**src/rtl/spi_master_byte_if.sv**
```systemverilog
// Byte stream between a user and spi_master_byte: tx bytes in with tx_last
// framing, received bytes out with a one-cycle rx_valid strobe.
interface spi_master_byte_if;
  logic [7:0] tx_data;
  logic       tx_last;
  logic       tx_valid;
  logic       tx_ready;
  logic [7:0] rx_data;
  logic       rx_valid;

  modport master (
    output tx_data, tx_last, tx_valid,
    input  tx_ready, rx_data, rx_valid
  );

  modport slave (
    input  tx_data, tx_last, tx_valid,
    output tx_ready, rx_data, rx_valid
  );
endinterface

```
**src/rtl/spi_master_byte.sv**
```systemverilog
// Mode-0 SPI master, MSB first, one SSEL-low window per tx_last-terminated frame.
// Optional SPI_MASTER_LOOPBACK_EN adds a `loopback` input feeding MOSI back into rx.
module spi_master_byte #(
  parameter int CLK_DIV = 4
) (
  input  logic             clk,
  input  logic             rst_n,
  spi_master_byte_if.slave bus,
`ifdef SPI_MASTER_LOOPBACK_EN
  input  logic             loopback,
`endif
  output logic             busy,
  output logic             SCK,
  output logic             MOSI,
  input  logic             MISO,
  output logic             SSEL
);

  localparam int DIV_W = $clog2(CLK_DIV);
  localparam logic [DIV_W-1:0] DIV_LAST = DIV_W'(CLK_DIV - 1);

  if (CLK_DIV < 4) begin : g_bad_clk_div
    $error("spi_master_byte: CLK_DIV must be at least 4");
  end

  typedef enum logic [2:0] {IDLE, SETUP, HIGH, LOW, END, WAIT, HOLD} state_t;

  state_t           state_reg, state_next;
  logic [DIV_W-1:0] div_reg, div_next;
  logic [2:0]       bit_reg, bit_next;
  logic [6:0]       tx_sh_reg, tx_sh_next;
  logic             last_reg, last_next;
  logic [6:0]       rx_sh_reg, rx_sh_next;
  logic [7:0]       rx_data_reg, rx_data_next;
  logic             rx_valid_reg, rx_valid_next;
  logic             sck_reg, sck_next;
  logic             mosi_reg, mosi_next;
  logic             ssel_reg, ssel_next;
  logic [1:0]       miso_sync_reg;

  logic tx_ready;
  logic accept;
  logic phase_done;
  logic rx_bit;

  assign tx_ready   = (state_reg == IDLE) || (state_reg == WAIT);
  assign accept     = tx_ready && bus.tx_valid;
  assign phase_done = (div_reg == DIV_LAST);

`ifdef SPI_MASTER_LOOPBACK_EN
  assign rx_bit = loopback ? mosi_reg : miso_sync_reg[1];
`else
  assign rx_bit = miso_sync_reg[1];
`endif

  always_comb begin
    state_next    = state_reg;
    div_next      = div_reg;
    bit_next      = bit_reg;
    tx_sh_next    = tx_sh_reg;
    last_next     = last_reg;
    rx_sh_next    = rx_sh_reg;
    rx_data_next  = rx_data_reg;
    rx_valid_next = 1'b0;
    sck_next      = sck_reg;
    mosi_next     = mosi_reg;
    ssel_next     = ssel_reg;

    // Timed states all run for exactly CLK_DIV cycles; IDLE/WAIT park the divider at 0.
    if (state_reg != IDLE && state_reg != WAIT) begin
      div_next = phase_done ? '0 : div_reg + 1'b1;
    end

    case (state_reg)
      IDLE, WAIT: begin
        if (accept) begin
          state_next = SETUP;
          tx_sh_next = bus.tx_data[6:0];
          last_next  = bus.tx_last;
          mosi_next  = bus.tx_data[7];
          ssel_next  = 1'b0;
          sck_next   = 1'b0;
          div_next   = '0;
          bit_next   = 3'd0;
        end
      end
      SETUP: begin
        if (phase_done) begin
          state_next = HIGH;
          sck_next   = 1'b1;
        end
      end
      HIGH: begin
        if (phase_done) begin
          rx_sh_next = {rx_sh_reg[5:0], rx_bit};
          sck_next   = 1'b0;
          if (bit_reg == 3'd7) begin
            state_next    = END;
            bit_next      = 3'd0;
            rx_data_next  = {rx_sh_reg, rx_bit};
            rx_valid_next = 1'b1;
          end else begin
            state_next = LOW;
            bit_next   = bit_reg + 3'd1;
            mosi_next  = tx_sh_reg[6];
            tx_sh_next = {tx_sh_reg[5:0], 1'b0};
          end
        end
      end
      LOW: begin
        if (phase_done) begin
          state_next = HIGH;
          sck_next   = 1'b1;
        end
      end
      END: begin
        if (phase_done) begin
          if (last_reg) begin
            state_next = HOLD;
            ssel_next  = 1'b1;
          end else begin
            state_next = WAIT;
          end
        end
      end
      HOLD: begin
        if (phase_done) begin
          state_next = IDLE;
        end
      end
      default: state_next = IDLE;
    endcase
  end

  always_ff @(posedge clk or negedge rst_n) begin
    if (!rst_n) begin
      state_reg     <= IDLE;
      div_reg       <= '0;
      bit_reg       <= 3'd0;
      tx_sh_reg     <= '0;
      last_reg      <= 1'b0;
      rx_sh_reg     <= '0;
      rx_data_reg   <= 8'h00;
      rx_valid_reg  <= 1'b0;
      sck_reg       <= 1'b0;
      mosi_reg      <= 1'b0;
      ssel_reg      <= 1'b1;
      miso_sync_reg <= 2'b00;
    end else begin
      state_reg     <= state_next;
      div_reg       <= div_next;
      bit_reg       <= bit_next;
      tx_sh_reg     <= tx_sh_next;
      last_reg      <= last_next;
      rx_sh_reg     <= rx_sh_next;
      rx_data_reg   <= rx_data_next;
      rx_valid_reg  <= rx_valid_next;
      sck_reg       <= sck_next;
      mosi_reg      <= mosi_next;
      ssel_reg      <= ssel_next;
      miso_sync_reg <= {miso_sync_reg[0], MISO};
    end
  end

  assign bus.tx_ready = tx_ready;
  assign bus.rx_data  = rx_data_reg;
  assign bus.rx_valid = rx_valid_reg;
  assign busy         = (state_reg != IDLE);
  assign SCK          = sck_reg;
  assign MOSI         = mosi_reg;
  assign SSEL         = ssel_reg;

endmodule
```
**src/flat_wrapper.sv**
```systemverilog
// flat-port wrapper written by rule: the top's interface ports become plain ports
module spi_master_byte_flat 
#(
  parameter int CLK_DIV = 4
)
  (clk, rst_n, busy, SCK, MOSI, MISO, SSEL, bus_tx_data, bus_tx_last, bus_tx_valid, bus_tx_ready, bus_rx_data, bus_rx_valid);
  spi_master_byte_if bus_i ();
  input  logic clk;
  input  logic rst_n;
  output logic busy;
  output logic SCK;
  output logic MOSI;
  input  logic MISO;
  output logic SSEL;
  input wire logic [$bits(bus_i.tx_data)-1:0] bus_tx_data;
  input wire logic [$bits(bus_i.tx_last)-1:0] bus_tx_last;
  input wire logic [$bits(bus_i.tx_valid)-1:0] bus_tx_valid;
  output wire logic [$bits(bus_i.tx_ready)-1:0] bus_tx_ready;
  output wire logic [$bits(bus_i.rx_data)-1:0] bus_rx_data;
  output wire logic [$bits(bus_i.rx_valid)-1:0] bus_rx_valid;
  assign bus_i.tx_data = bus_tx_data;
  assign bus_i.tx_last = bus_tx_last;
  assign bus_i.tx_valid = bus_tx_valid;
  assign bus_tx_ready = bus_i.tx_ready;
  assign bus_rx_data = bus_i.rx_data;
  assign bus_rx_valid = bus_i.rx_valid;
  spi_master_byte #(.CLK_DIV(CLK_DIV)) u_core (.clk(clk), .rst_n(rst_n), .bus(bus_i), .busy(busy), .SCK(SCK), .MOSI(MOSI), .MISO(MISO), .SSEL(SSEL));
endmodule
```
**config.mk**
```make
export PLATFORM = sky130hd
export DESIGN_NAME = spi_master_byte_flat
export DESIGN_NICKNAME = d
export VERILOG_FILES = /design/src/rtl/spi_master_byte_if.sv /design/src/rtl/spi_master_byte.sv /design/src/flat_wrapper.sv
export SDC_FILE = /design/constraint.sdc
export NUM_CORES = 1
export LEC_CHECK = 0
export CORE_AREA = 5 5 75 77
export CTS_CLUSTER_DIAMETER = 50
export CTS_CLUSTER_SIZE = 40
export DETAILED_ROUTE_END_ITERATION = 6
export DIE_AREA = 0 0 80 82
export PLACE_DENSITY = 0.62
export SKIP_LAST_GASP = 1
export SLEW_MARGIN = 30
export SYNTH_ARGS = -nofsm -noshare
export SYNTH_HDL_FRONTEND = slang
export SYNTH_SLANG_ARGS = --single-unit
```
**constraint.sdc**
```tcl
create_clock -name clk -period 2.3 [get_ports clk]
set_input_delay 0.23 -clock clk [delete_from_list [all_inputs] [get_ports clk]]
set_output_delay 0.23 -clock clk [all_outputs]
set_load 0.03 [all_outputs]
```
# After elaboration in Yosys (flattened, before gate mapping)
# Cells that the tools add are included.
# word_totals
inputBits	13
word_cells	82
ff_bits	37
# classes
mux	34
n_reduce_logical	18
addsub	2
n_eq_ne	16
# op_table
operator	count
2-to-1 mux 3 bit	9
2-to-1 mux 7 bit	3
one-hot mux 3 bit (5 select lines)	1
one-hot mux 7 bit (2 select lines)	1
equality test 3 bit, second input constant	4
!= test 2 x 1 -> 1 bit, second input constant	6
AND reduction 4 bit	3
2-to-1 mux 1 bit	11
2-to-1 mux 2 bit	5
equality test 3 x 2 -> 1 bit, second input constant	2
one-hot mux 3 bit (2 select lines)	1
AND reduction 3 bit	2
nonzero test 3 bit	2
AND reduction 5 bit	1
one-hot mux 1 bit (2 select lines)	2
AND reduction 2 bit	2
nonzero test 2 bit	2
OR reduction 2 bit	2
adder 3 x 1 -> 3 bit, second input constant	1
equality test 3 x 1 -> 1 bit, second input constant	1
logical NOT 3 bit	1
!= test 3 bit, second input constant	1
one-hot mux 1 bit (3 select lines)	1
adder 2 x 1 -> 2 bit, second input constant	1
4 further kinds	5

# Depth between registers and ports, before layout
# logic_depth
depth_word	5
depth_mapped	6
ltp_nobuf	6

# Least setup slack after synthesis
# No wires, ideal clock.
# synth_path
path_kind	reg-to-reg
from	register u_core.div_reg[0]
to	register u_core.state_reg[1]
arrival_ns	1.489
path_slack_ns	0.691
stages_incl_launch_ff	6
period_less_slack_ns	1.609
path_cell_list	dfrtp_1 -> ha_1 -> nand2b_1 -> o211a_1 -> o311a_1 -> a31o_2
# synth_via
elab_chain_cells	3
# synth_rtl
item	line	text
start: declaration	spi_master_byte.sv:29	logic [DIV_W-1:0] div_reg, div_next;
start signal: assignment	spi_master_byte.sv:151	div_reg <= div_next;
equality test 2 bit *	spi_master_byte.sv:48	assign phase_done = (div_reg == DIV_LAST);
!= test 2 x 1 -> 1 bit (no source line)	-	
AND reduction 5 bit (no source line) *	-	
end signal: assignment	spi_master_byte.sv:150	state_reg <= state_next;
end: declaration	spi_master_byte.sv:28	state_t state_reg, state_next;
# Every way passes the cells marked *; elsewhere a longest branch is shown, timed or not.
# A chain may end at the register's enable or synchronous reset.

# Final worst setup path
# layout_path
from	register u_core.state_reg[0]
to	output bus_tx_ready
# layout_via
elab_chain_cells	2
# layout_rtl
item	line	text
equality test 3 bit or logical NOT 3 bit (tied branches)	spi_master_byte.sv:46	assign tx_ready = (state_reg == IDLE) || (state_reg == WAIT);
logical OR 1 bit *	spi_master_byte.sv:46	
end: declaration	flat_wrapper.sv:18	output wire logic [$bits(bus_i.tx_ready)-1:0] bus_tx_ready;
# Marks and branches as above.

==> flow_summary.ini <==
[run_status]
status = finished, final reports clean

[sta]
fmax_mhz = 455
rsz0062_at_grt = false
slew_headroom = 0.463
fin_crit_ps = 2200
setup_viol_count_final = 0
hold_viol_final = 0
fin_crit_sh = 0.955
tightest_slew_ps = 805
setup_tns_ps = 0
drv_slew = 0
clock_skew_ps = 5.60

[floorplan]
rows = 26
ioPinCount = 27
dieArea_um2 = 6560
core_area_um2 = 4940
initial_core_util = 0.363
fp.dieW_um = 80
chipHeight_um = 82

[route]
first_pass_iters = 4
ant_nets = 0
via_per_inst = 4.98
initialDrtViolationCount = 79
drc = 0
via_count = 1231
wire_per_inst_um = 14.5
drt-total-wl_um = 3590

[cts]
cts_hold_buffers = 0
cts.reportedPaths.clkPinSlew_ps = 80
cts.path.max_buffers = 2
cts_resized = 0
cts_tree = done
cts_htree_levels = 2
cts_buffers = 5
clk_latency_ps = 290
root_buffer = clkbuf_8
clock-sinks = 37
cts_setup_buffers = 0

[synthesis]
synth_edf_count = 0
synth_seq_cells = 37
synth_area_leaders = dfrtp_1, mux2_2, ha_1
synthDistinctLibCells = 41
synthCells = 144
synth_nets = 161
async_flop_share = 1.00
synth_area_leader_cell = dfrtp_1
syn_area_per_cell_um2 = 12.5
synth_top_cell_area_share = 0.502
synth_area_um2 = 1800
yosys_most_used_dff = dfrtp_1
yosysWarnings = 0
synth_seq_area_share = 0.516

[setup_path]
cp-end-kind = primary output
max_stage_delay_ps = 710
critical_path_class = flop to primary output
crit_slowest_cell = clkdlybuf4s50_1
worstPathCellList = or2_2 > a21oi_4 > clkdlybuf4s50_1
critPathRequiredTime_ps = 2070
critPathLaunchType = flop
critPathArrivalTime_ps = 1970
worstPathMaxFanout = 6

[grt]
grt_max_degree = 38
overflow = 0
grt_pass1_wl_um = 6070
antenna_found_initial = 0
grt_usage = 0.120
grt_pass1_vias = 1264

[placement]
dp.cells = 239
portBuffers = 26
globalplace.congestion = 0.853
post-dp-hpwl_um = 2580

[min_path]
hp-class = input port to asynchronous set/reset pin

[job]
cap_viol_max_count = 0

[layout]
instances_no_fill = 247
n_antenna_cell = 0
nNetsFinal = 193
syn_to_final_growth_pct = 24.3
largest_reg_flops = 8
drive_gt1_frac = 0.299

[power]
pwr_density_cell_nw_per_um2 = 1200
leakagePower_nw = 1.00
peakVddDrop_v = 0.000506
where the power goes:
group / total, mW / internal [mW] / switching (mW)
sequential: 1.03 / 0.867 / 0.165
combinational: 1.19 / 0.601 / 0.587
clock: 0.466 / 0.215 / 0.251
total: 2.69 / 1.68 / 1.00
area by class of cell:
class                   count  area, um^2
clock buffers               5        68.8
well taps                  70        87.6
multi-input cells          96         820
clock inverters             3        21.3
fillers                   485        2710
inverters                   6        22.5
repair buffers             30         285
flip-flops and latches     37         927
layer usage:
metal | part of all wire | GRT usage
met1 | 0.43 | 0.139
met2 | 0.49 | 0.210
met4 | 0.011 | 0.0439
met3 | 0.062 | 0.0373
met5 | 0 | 0
per-stage QoR:
| stage | power (mW) | util | area (um^2) | hold WS, ps | setup WS [ps] |
|---|---|---|---|---|---|
| 2_1_floorplan | 1.91 | - | 1800 | -65.6 | 691 |
| 3_3_place_gp | 2.17 | 0.433 | 2140 | 339 | 457 |
| 3_5_place_dp | 2.24 | 0.433 | 2140 | 347 | 398 |
| 4_1_cts | 2.71 | 0.451 | 2230 | 54.8 | 110 |
| 5_1_grt | 2.87 | 0.451 | 2230 | 102 | 62.8 |
| 6_report | 2.69 | 0.451 | 2230 | 20.3 | 103 |
cells in the mapped netlist (all sizes together), types with 2 or more instances:
cell type	instances
inv	6
ha	4
nor2	7
mux2	31
a31oi	2
nor2b	2
a21oi	5
nand2b	3
mux2i	2
nand3	2
buf	4
dfrtp	36
o21ai	8
nand2	9
nand4b	2
nor3	2
logic make-up (layout without fill, tap and decap cells):
kind of cell | after synthesis | after routing | share of synthesized area
flip-flops | 37 | 37 | 0.516
multiplexers | 33 | 33 | 0.208
AND/OR/NAND/NOR | 33 | 33 | 0.114
AO/OA/AOI/OAI | 26 | 26 | 0.107
buffers and inverters | 11 | 44 | 0.0272
adder cells (fa/ha/maj) | 4 | 4 | 0.0279
worst max-delay path: cells and delay by family, from the launching register on:
kind            cells  cell delay, ps
compound gates      1             200
buf+inv             1             710
flops               1             420
simple gates        1             350
cells in the final DEF (no fill, tap or decap), drive strengths merged, types with 2 or more instances in the layout:
master         count
clkdlybuf4s50     25
buf                5
o21ai              8
nor3               2
nand2              9
nand4b             2
nand3              2
nor2b              2
clkbuf             5
dfrtp             36
inv                7
mux2i              2
ha                 4
mux2              31
nand2b             3
nor2               7
a21oi              5
a31oi              2
worst paths after layout:
check	end	depth (start not counted)	slack, ps	from
min	u_core.bus.rx_valid	1	20	rst_n
min reg2reg	u_core.miso_sync_reg[1]	0	360	u_core.miso_sync_reg[0]
max	bus_tx_ready	3	100	u_core.state_reg[0]
max in group asynchronous	u_core.bus.rx_data[7]	1	1770	rst_n
min in group clk	u_core.miso_sync_reg[1]	0	360	u_core.miso_sync_reg[0]
max reg2reg	u_core.tx_sh_reg[4]	5	500	u_core.bit_reg[0]
(Power assumes the default switching activity.)
